`config.mk`:
```
export PLATFORM = sky130hd
export DESIGN_NAME = jogo_rodada_param
export DESIGN_NICKNAME = d
export VERILOG_FILES = /design/src/rtl/jogo_pkg.sv /design/src/rtl/contador_m.sv /design/src/rtl/jogo_rodada_param.sv
export SDC_FILE = /design/constraint.sdc
export NUM_CORES = 1
export LEC_CHECK = 0
export CELL_PAD_IN_SITES_DETAIL_PLACEMENT = 0
export CELL_PAD_IN_SITES_GLOBAL_PLACEMENT = 1
export CORE_AREA = 5 5 86 88
export DETAILED_ROUTE_END_ITERATION = 12
export DIE_AREA = 0 0 91 93
export GPL_TIMING_DRIVEN = 0
export PLACE_DENSITY_LB_ADDON = 0.1
export SLEW_MARGIN = 5
export SYNTH_ARGS = -nofsm -noshare
export SYNTH_HDL_FRONTEND = slang
export SYNTH_SLANG_ARGS = --single-unit
```
`constraint.sdc`:
```
create_clock -name clock -period 2.38 [get_ports clock]
set_clock_uncertainty 0.2 [all_clocks]
set_input_delay 0.595 -clock clock [delete_from_list [all_inputs] [get_ports clock]]
set_output_delay 0.595 -clock clock [all_outputs]
set_load 0.005 [all_outputs]
```
`src/rtl/jogo_pkg.sv`:
```
// jogo_pkg -- shared encodings for the memory-game round controller.
//   estado_t : FSM state encoding (also exported on db_estado)
//   fase_t   : round phase, showing the sequence or playing it back
//   NIVEL_*  : values of the nivel input (short / full-length round)
package jogo_pkg;

    typedef enum logic [3:0] {
        INICIAL     = 4'd0,
        PREPARA     = 4'd1,
        LE_MEM      = 4'd2,
        MOSTRA_ON   = 4'd3,
        MOSTRA_OFF  = 4'd4,
        ESPERA      = 4'd5,
        REGISTRA    = 4'd6,
        COMPARA     = 4'd7,
        PROXIMA     = 4'd8,
        PISCA_ON    = 4'd9,
        PISCA_OFF   = 4'd10,
        FIM_ACERTO  = 4'd11,
        FIM_ERRO    = 4'd12,
        FIM_TIMEOUT = 4'd13
    } estado_t;

    typedef enum logic {
        FASE_MOSTRA = 1'b0,
        FASE_JOGA   = 1'b1
    } fase_t;

    localparam logic NIVEL_FACIL   = 1'b0;  // round length DEPTH/2
    localparam logic NIVEL_DIFICIL = 1'b1;  // round length DEPTH

endpackage

```
`src/rtl/contador_m.sv`:
```
// contador_m -- free-running modulo-MAX counter used for every timer in the
// round controller (LED on/off timing, play timeout, blink count).
// Ports:
//   clock  : system clock
//   reset  : synchronous active-high reset, count -> 0
//   clear  : synchronous clear, count -> 0 (same priority as reset)
//   enable : advance by one; wraps from MAX-1 back to 0
//   count  : current value, 0..MAX-1
module contador_m #(
    parameter int MAX = 4,
    localparam int W = (MAX > 1) ? $clog2(MAX) : 1
) (
    input  logic         clock,
    input  logic         reset,
    input  logic         clear,
    input  logic         enable,
    output logic [W-1:0] count
);

    always_ff @(posedge clock) begin
        if (reset || clear) begin
            count <= '0;
        end else if (enable) begin
            if (count == W'(MAX - 1)) begin
                count <= '0;
            end else begin
                count <= count + 1'b1;
            end
        end
    end

endmodule

```
`src/rtl/jogo_rodada_param.sv`:
```
// jogo_rodada_param -- one round of a "repeat the sequence" game.
// The controller shows a sequence read from an external ROM on the LEDs,
// then waits for the player to repeat it on the buttons, one position at a
// time. A full correct round ends with N_BLINK all-on blinks.
// Ports:
//   clock, reset : system clock, synchronous active-high reset
//   iniciar      : start a round (only in INICIAL or any FIM_* state)
//   nivel        : round length select, latched when a round starts
//   botoes       : raw buttons; a play is a rising edge of their OR
//   mem_addr     : sequence ROM address
//   mem_data     : ROM data, one cycle of latency after mem_addr
//   leds         : LED drive
//   acertos      : saturating count of rounds won
//   pronto       : round finished (any FIM_* state)
//   ganhou       : round won; timeout : round lost by timeout
//   db_estado    : current FSM state; db_jogada : last registered play
module jogo_rodada_param
    import jogo_pkg::*;
#(
    parameter int N         = 4,
    parameter int DEPTH     = 16,
    parameter int T_ON      = 500,
    parameter int T_OFF     = 500,
    parameter int T_TIMEOUT = 300000,
    parameter int N_BLINK   = 3,
    parameter int HITS_MAX  = 3,
    localparam int ADDR_W   = $clog2(DEPTH),
    localparam int HW       = $clog2(HITS_MAX + 1)
) (
    input  logic              clock,
    input  logic              reset,
    input  logic              iniciar,
    input  logic              nivel,
    input  logic [N-1:0]      botoes,
    output logic [ADDR_W-1:0] mem_addr,
    input  logic [N-1:0]      mem_data,
    output logic [N-1:0]      leds,
    output logic [HW-1:0]     acertos,
    output logic              pronto,
    output logic              ganhou,
    output logic              timeout,
    output logic [3:0]        db_estado,
    output logic [N-1:0]      db_jogada
);

    // Timer widths mirror the width rule inside contador_m.
    localparam int TMAX = (T_ON > T_OFF) ? T_ON : T_OFF;
    localparam int TW   = (TMAX > 1) ? $clog2(TMAX) : 1;
    localparam int OW   = (T_TIMEOUT > 1) ? $clog2(T_TIMEOUT) : 1;
    localparam int BW   = (N_BLINK > 1) ? $clog2(N_BLINK) : 1;

    estado_t           state, stateNext;
    fase_t             phase;
    logic              nivelLat;
    logic              prevOr;
    logic              playEvt;
    logic [ADDR_W-1:0] lastAddr;
    logic [TW-1:0]     tmrCount;
    logic [OW-1:0]     tmoCount;
    logic [BW-1:0]     blkCount;
    logic              onDone, offDone, tmoDone, blkDone;
    logic              isLast, isCorrect;

    // The on/off timer restarts on every state change, so its count is the
    // number of cycles already spent in the current state.
    contador_m #(.MAX(TMAX)) tmr (
        .clock  (clock),
        .reset  (reset),
        .clear  (stateNext != state),
        .enable (1'b1),
        .count  (tmrCount)
    );

    // Timeout counter is held at zero outside ESPERA, so it starts at 0 on entry.
    contador_m #(.MAX(T_TIMEOUT)) tmo (
        .clock  (clock),
        .reset  (reset),
        .clear  (state != ESPERA),
        .enable (1'b1),
        .count  (tmoCount)
    );

    // Counts completed on/off blink pairs of the win display.
    contador_m #(.MAX(N_BLINK)) blk (
        .clock  (clock),
        .reset  (reset),
        .clear  (state == COMPARA),
        .enable ((state == PISCA_OFF) && offDone),
        .count  (blkCount)
    );

    assign onDone    = (tmrCount == TW'(T_ON - 1));
    assign offDone   = (tmrCount == TW'(T_OFF - 1));
    assign tmoDone   = (tmoCount == OW'(T_TIMEOUT - 1));
    assign blkDone   = (blkCount == BW'(N_BLINK - 1));
    assign lastAddr  = (nivelLat == NIVEL_DIFICIL) ? ADDR_W'(DEPTH - 1) : ADDR_W'(DEPTH / 2 - 1);
    assign isLast    = (mem_addr == lastAddr);
    assign isCorrect = (db_jogada == mem_data);

    // Edge detector history runs every cycle, so a button already held when
    // ESPERA is entered never counts as a new play.
    assign playEvt = (|botoes) && !prevOr;

    always_ff @(posedge clock) begin
        if (reset) begin
            state     <= INICIAL;
            phase     <= FASE_MOSTRA;
            nivelLat  <= NIVEL_FACIL;
            mem_addr  <= '0;
            db_jogada <= '0;
            acertos   <= '0;
            prevOr    <= 1'b0;
        end else begin
            state  <= stateNext;
            prevOr <= |botoes;
            case (state)
                INICIAL, FIM_ACERTO, FIM_ERRO, FIM_TIMEOUT: begin
                    if (iniciar) begin
                        nivelLat  <= nivel;
                        mem_addr  <= '0;
                        db_jogada <= '0;
                        phase     <= FASE_MOSTRA;
                    end
                end
                MOSTRA_OFF: begin
                    if (offDone) begin
                        if (isLast) begin
                            phase    <= FASE_JOGA;
                            mem_addr <= '0;
                        end else begin
                            mem_addr <= mem_addr + 1'b1;
                        end
                    end
                end
                REGISTRA: db_jogada <= botoes;
                COMPARA: begin
                    if (isCorrect && isLast && (acertos != HW'(HITS_MAX))) begin
                        acertos <= acertos + 1'b1;
                    end
                end
                PROXIMA: mem_addr <= mem_addr + 1'b1;
                default: ;
            endcase
        end
    end

    always_comb begin
        stateNext = state;
        case (state)
            INICIAL, FIM_ACERTO, FIM_ERRO, FIM_TIMEOUT:
                if (iniciar) stateNext = PREPARA;
            PREPARA:    stateNext = LE_MEM;
            LE_MEM:     stateNext = (phase == FASE_MOSTRA) ? MOSTRA_ON : ESPERA;
            MOSTRA_ON:  if (onDone) stateNext = MOSTRA_OFF;
            MOSTRA_OFF: if (offDone) stateNext = LE_MEM;
            ESPERA: begin
                // A play in the expiry cycle is still accepted.
                if (playEvt)      stateNext = REGISTRA;
                else if (tmoDone) stateNext = FIM_TIMEOUT;
            end
            REGISTRA:   stateNext = COMPARA;
            COMPARA: begin
                if (!isCorrect)  stateNext = FIM_ERRO;
                else if (isLast) stateNext = PISCA_ON;
                else             stateNext = PROXIMA;
            end
            PROXIMA:    stateNext = LE_MEM;
            PISCA_ON:   if (onDone) stateNext = PISCA_OFF;
            PISCA_OFF:  if (offDone) stateNext = blkDone ? FIM_ACERTO : PISCA_ON;
            default:    stateNext = INICIAL;
        endcase
    end

    always_comb begin
        leds = '0;
        if (state == MOSTRA_ON)     leds = mem_data;
        else if (state == PISCA_ON) leds = '1;
    end

    assign pronto    = (state == FIM_ACERTO) || (state == FIM_ERRO) || (state == FIM_TIMEOUT);
    assign ganhou    = (state == FIM_ACERTO);
    assign timeout   = (state == FIM_TIMEOUT);
    assign db_estado = state;

endmodule

```
Word level (Yosys, flattened, before mapping):

Index checks and enable logic that the tools add are counted.
Widths: inputs -> output; s select.

* flip-flop bits (word level): 47
* output and inout bits: 21
* logic and storage cells: 88

* $add $sub $neg: 5
* eq/ne operators: 24
* mux-type cells: 25
* reduce and logical (&&, ||, !) cells: 24

Operators by type and width (count)
* $mux 4: 13
* $pmux 4 s10: 1
* $eq 4x4->1 const B: 6
* $add 19x1->19 const B: 1
* $eq 19x19->1 const B: 1
* $eq 4x3->1 const B: 4
* $pmux 4 s3: 1
* $add 9x1->9 const B: 1
* $eq 9x9->1 const B: 1
* $eq 4x2->1 const B: 2
* $eq 4x4->1: 2
* $ne 2x2->1 const B: 4
* $pmux 4 s2: 1
* $reduce_or 4->1: 2
* $mux 3: 2
* $reduce_and 2->1: 3
* $reduce_or 2->1: 3
* $logic_or 1x1->1: 5
* $add 2x1->2 const B: 2
* $add 4x1->4 const B: 1
* $eq 4x1->1 const B: 1
* $logic_and 1x1->1: 4
* $logic_not 4->1: 1
* $mux 1: 4
* 10 further kinds: 12

Logic depth before layout (Yosys ltp):

* word-level depth: 8
* gate-level depth with buffers: 8
* mapped depth without buffers: 7

Hierarchy:

A second synthesis with hierarchy kept.

* cells, all modules: 343
* area, all modules: 2723.9 µm²

Modules (own cells, without submodules)
* jogo_rodada_param: instances 1, cells an instance 186, area each 1325.0 µm²
* contador_m at tmo: instances 1, cells an instance 101, area each 879.6 µm²
* contador_m at tmr: instances 1, cells an instance 48, area each 430.4 µm²
* contador_m at blk: instances 1, cells an instance 8, area each 88.8 µm²

Worst setup path after synthesis:

No wires, ideal clock.

* kind: input to register
* from: in botoes[2]
* to: reg tmr.count[2]
* arrival time: 1.910 ns
* required time: 2.048 ns
* setup slack: 0.138 ns
* stages: 6
* buffers on the path: 0
* cells stage by stage: nor4_1 > nor2_1 > a2bb2oi_1 > and4b_1 > o311ai_4 > nor2_1

* longest elaborated chain between the ends: 7

RTL lines
* start: declaration: line jogo_rodada_param.sv:34 `input logic [N-1:0] botoes,`
* $reduce_or 4->1: line jogo_rodada_param.sv:102 `assign playEvt = (|botoes) && !prevOr;`
* $logic_and 1x1->1: line jogo_rodada_param.sv:102
* $mux 4: line jogo_rodada_param.sv:158 `if (playEvt) stateNext = REGISTRA;`
* $pmux 4 s10: line jogo_rodada_param.sv:149 `case (state)`
* $ne 4x4->1: line jogo_rodada_param.sv:69 `.clear (stateNext != state),`
* $logic_or 1x1->1: line contador_m.sv:21 `if (reset || clear) begin`
* $reduce_or 2->1 (no line)
* end signal: assignment: line contador_m.sv:27 `count <= count + 1'b1;`
* end: declaration: line contador_m.sv:17 `output logic [W-1:0] count`

No other way between the ends.
A chain may end at the register's enable or synchronous reset.

Final worst setup path:

* from: in mem_data[3]
* to: out leds[3]

* longest elaborated chain between the ends: 1

RTL lines
* start: declaration: line jogo_rodada_param.sv:36 `input logic [N-1:0] mem_data,`
* $mux 4: line jogo_rodada_param.sv:176 `if (state == MOSTRA_ON) leds = mem_data;`
* end: declaration: line jogo_rodada_param.sv:37 `output logic [N-1:0] leds,`

No other way between the ends.

==> results.toml <==
[sta]
timing_hold_violations_final = 0
worst_slew_pin_slew_ns = 0.7572
worst_case_hold_slack_ns = 0.2598
final-setup-viol-count = 0
final.min_clock_period_ns = 2.315
fin_crit_sh = 0.9728
timing.final.max_slew_violations = 0
achievable-frequency_mhz = 431.9
slew_headroom = 0.4913

[floorplan]
design.core.area_sq_um = 6569
start_util = 0.3975
die_area_sq_um = 8463
pin_count = 33
die_width_um = 91
floorplan.die.height_um = 93
row_count = 30

[cts]
tritoncts_clock_tree = "yes"
clk-insertion-delay-late_ns = 0.30
clockRootBuffer = "sky130_fd_sc_hd__clkbuf_8"
h_tree_levels = 2
numCtsBuffers = 5
cts.path.max_buffers = 2
clk_pin_slew_ns = 0.09
cts.sinks = 47

[route]
detail_route.wl_per_cell_um = 14.29
drc = 0
drt_first_iter_violations = 123
routed_via_density = 5.246
detailroute.via_count = 2303
final_antenna_net_count = 0
detailedRoute.firstPassIterationCount = 4
routed_wl_um = 6272

[synthesis]
netlist_area_sq_um = 2611
post_synth_main_area_contributors = "sky130_fd_sc_hd__dfxtp_1 (36%), sky130_fd_sc_hd__nor2_1 (8.2%), sky130_fd_sc_hd__xor2_1 (7.0%)"
synth.top_cell.area_share = 0.3603
synth-warning-count = 0
synthFlopType = "sky130_fd_sc_hd__dfxtp_1"
synth.ff_latch_count = 47
async_flop_share = 0
synth_seq_area_share = 0.3603
synth_edf_count = 0
yosys.cell_types.count = 60
netlist_instances = 315
syn_area_per_cell_sq_um = 8.290
synth_top_area_cell = "sky130_fd_sc_hd__dfxtp_1"
syn-num-nets = 331

[finish]
syn_to_final_growth_pct = 27.41
n_antenna_cell = 0
fin_util = 0.5065
design.final.nets = 374
drive_gt1_frac = 0.1476
filler_cell_count = 658

[global_route]
gr-usage-met3 = 0.03540
grt_util_met2 = 0.2470
grt_first_pass_wirelength_um = 10490
grt_max_degree = 16
first_global_vias = 2204
grt.busiest_layer = "met2"
globalRouteTotalUtil = 0.1500
grt-ovfl-total = 0
grt_antenna_before_repair = 0
grtUsageMet1 = 0.1908

[min_path]
timing.hold.worst.class = "flop to flop"

[critical_path]
cp_data_arrival_time_ns = 1.52
setup.worst_path.start_class = "primary input"
worstSetupEndpointType = "output pin"
worst-endpoint-required_ns = 1.58
path_class = "primary input to output pin"
crit_fanout = 2

[power_and_ir_drop]
power.combinational.fraction = 0.234
power.density_nw_per_um2 = 506.0
pwr-share-seq = 0.485
pwr-share-clk = 0.281
ir_worst_vdd_uv = 288.6
static-leakage-power_nw = 1.171
netSwitchingPower_w = 0.0004897
switching_share = 0.2909
internal_power_w = 0.001194

[placed_design]
post_detailed_placement_half_perimeter_wirelength_um = 4588
buffer_ports.inserted = 31
finalWeightedCongestion = 0.8560

[outcome]
run_status = "completed"

[flow_run]
cap_viol_max_count = 0
-- sequential cells by signal (all words and copies together), names as in the netlist --
name and flops:
acertos 2, prevOr 1, nivelLat 1, tmo.count 19, db_estado 4, blk.count 2
phase 1, mem_addr 4, db_jogada 4, tmr.count 9
-- cell families after synthesis --
family / Yosys count / synth area share
AND/OR/NAND/NOR: 170 / 0.3464
AO/OA/AOI/OAI: 41 / 0.1164
flip-flops: 47 / 0.3603
XOR/XNOR: 31 / 0.1040
buffers and inverters: 18 / 0.03737
multiplexers: 4 / 0.01629
adder cells (fa/ha/maj): 4 / 0.01917
-- what timing repair did --
action	in CTS	in global routing
gates resized for setup	36	17
endpoints found under the setup margin	16	16
hold buffers	0	0
setup buffers	2	3
pin swaps	1	4
-- final cells by class --
type / count / area, sq um / area share
clock buffers: 5 / 68.82 / 0.02068
plain buffers: 13 / 116.4 / 0.03498
well taps: 80 / 100.1 / 0.03009
flip-flops and latches: 47 / 953.4 / 0.2866
inverters: 5 / 18.77 / 0.005641
repair buffers: 36 / 351.6 / 0.1057
multi-input cells: 250 / 1698 / 0.5103
clock inverters: 3 / 20.02 / 0.006017
-- cells in the mapped netlist, types with 2 or more instances --
cell type and count:
sky130_fd_sc_hd__nor2_1 57, sky130_fd_sc_hd__dfxtp_1 47, sky130_fd_sc_hd__nand2_1 26, sky130_fd_sc_hd__xor2_1 21, sky130_fd_sc_hd__a21oi_1 17, sky130_fd_sc_hd__nand3_1 16, sky130_fd_sc_hd__nand2b_1 13, sky130_fd_sc_hd__xnor2_1 10
sky130_fd_sc_hd__nor3_1 8, sky130_fd_sc_hd__nand4_1 7, sky130_fd_sc_hd__and3_1 6, sky130_fd_sc_hd__buf_2 6, sky130_fd_sc_hd__inv_1 5, sky130_fd_sc_hd__and2_1 4, sky130_fd_sc_hd__ha_1 4, sky130_fd_sc_hd__nor2b_1 4
sky130_fd_sc_hd__o21ai_0 4, sky130_fd_sc_hd__and4b_1 3, sky130_fd_sc_hd__clkbuf_1 3, sky130_fd_sc_hd__nor4_1 3, sky130_fd_sc_hd__a311o_1 2, sky130_fd_sc_hd__a311oi_1 2, sky130_fd_sc_hd__and2b_1 2, sky130_fd_sc_hd__buf_4 2
sky130_fd_sc_hd__buf_6 2, sky130_fd_sc_hd__mux2_2 2, sky130_fd_sc_hd__mux2i_1 2, sky130_fd_sc_hd__nor3b_1 2, sky130_fd_sc_hd__nor4b_1 2, sky130_fd_sc_hd__o221ai_1 2, sky130_fd_sc_hd__or4_1 2
-- path summary, 6_finish.rpt --
check / slack, ns / from / end / cells past startpoint
worst max register to register: 0.10 / db_estado[1]$_SDFF_PP0_ / tmr.count[8]$_SDFF_PP0_ / 8
worst min register to register: 0.26 / tmr.count[0]$_SDFF_PP0_ / tmr.count[0]$_SDFF_PP0_ / 1
worst max-delay path: 0.06 / mem_data[3] / leds[3] / 4
worst min-delay path: 0.26 / tmr.count[0]$_SDFF_PP0_ / tmr.count[0]$_SDFF_PP0_ / 1
-- stage by stage --
| step | TNS [ns] | power, W | cells | setup slack (ns) | area [sq um] |
|---|---|---|---|---|---|
| after global routing | -0.1072 | 0.001782 | 439 | -0.02559 | 3327 |
| after global placement | -10.82 | 0.001150 | 426 | -0.7428 | 3022 |
| after CTS | -0.1033 | 0.001677 | 436 | -0.1000 | 3219 |
| final | 0 | 0.001683 | 439 | 0.06479 | 3327 |
| after detailed placement | -10.48 | 0.001148 | 426 | -0.7126 | 3022 |
| after floorplan | 0 | 0.001045 | 315 | 0.1378 | 2611 |
-- cell usage in the layout (no fill, tap or decap), types with 3 or more instances in the layout --
master                            netlist  final
sky130_fd_sc_hd__xnor2_1               10     10
sky130_fd_sc_hd__buf_6                  2      4
sky130_fd_sc_hd__nand3_1               16     16
sky130_fd_sc_hd__xor2_1                21     21
sky130_fd_sc_hd__nand2b_1              13     10
sky130_fd_sc_hd__nand4_1                7      7
sky130_fd_sc_hd__clkdlybuf4s50_1        0     20
sky130_fd_sc_hd__ha_1                   4      3
sky130_fd_sc_hd__a21oi_1               17     17
sky130_fd_sc_hd__nand2_1               26     26
sky130_fd_sc_hd__dlygate4sd2_1          0      9
sky130_fd_sc_hd__and4b_1                3      3
sky130_fd_sc_hd__inv_1                  5      5
sky130_fd_sc_hd__and3_1                 6      6
sky130_fd_sc_hd__and2_1                 4      3
sky130_fd_sc_hd__nor3_1                 8      8
sky130_fd_sc_hd__nand2b_4               0      3
sky130_fd_sc_hd__o21ai_0                4      4
sky130_fd_sc_hd__clkbuf_8               0      5
sky130_fd_sc_hd__clkbuf_1               3      3
sky130_fd_sc_hd__dfxtp_1               47     43
sky130_fd_sc_hd__dfxtp_4                0      3
sky130_fd_sc_hd__nor2_1                57     57
sky130_fd_sc_hd__buf_4                  2      8
-- routing by layer --
layer / vias to the layer above / part of all wire
met5: - / 0
met4: 0 / 0.013
met3: 8 / 0.045
met2: 43 / 0.47
met1: 1062 / 0.47
li1: 1190 / -
-- power groups by stage --
| stage | combinational [W] | sequential (W) | clock, W |
|---|---|---|---|
| 4_1_cts | 0.000357 | 0.000821 | 0.000499 |
| 3_5_place_dp | 0.000311 | 0.000837 | 0 |
| 6_report | 0.000394 | 0.000817 | 0.000472 |
| 5_1_grt | 0.000425 | 0.000819 | 0.000538 |
| 3_3_place_gp | 0.000313 | 0.000837 | 0 |
| 2_1_floorplan | 0.000213 | 0.000832 | 0 |
-- worst max-delay path, stage by stage --
cell and delay [ns]:
sky130_fd_sc_hd__clkdlybuf4s50_1 0.49, sky130_fd_sc_hd__nand2_1 0.06, sky130_fd_sc_hd__a21oi_1 0.13, sky130_fd_sc_hd__dlygate4sd2_1 0.24
Note: power is estimated with default switching activity, not from simulation.
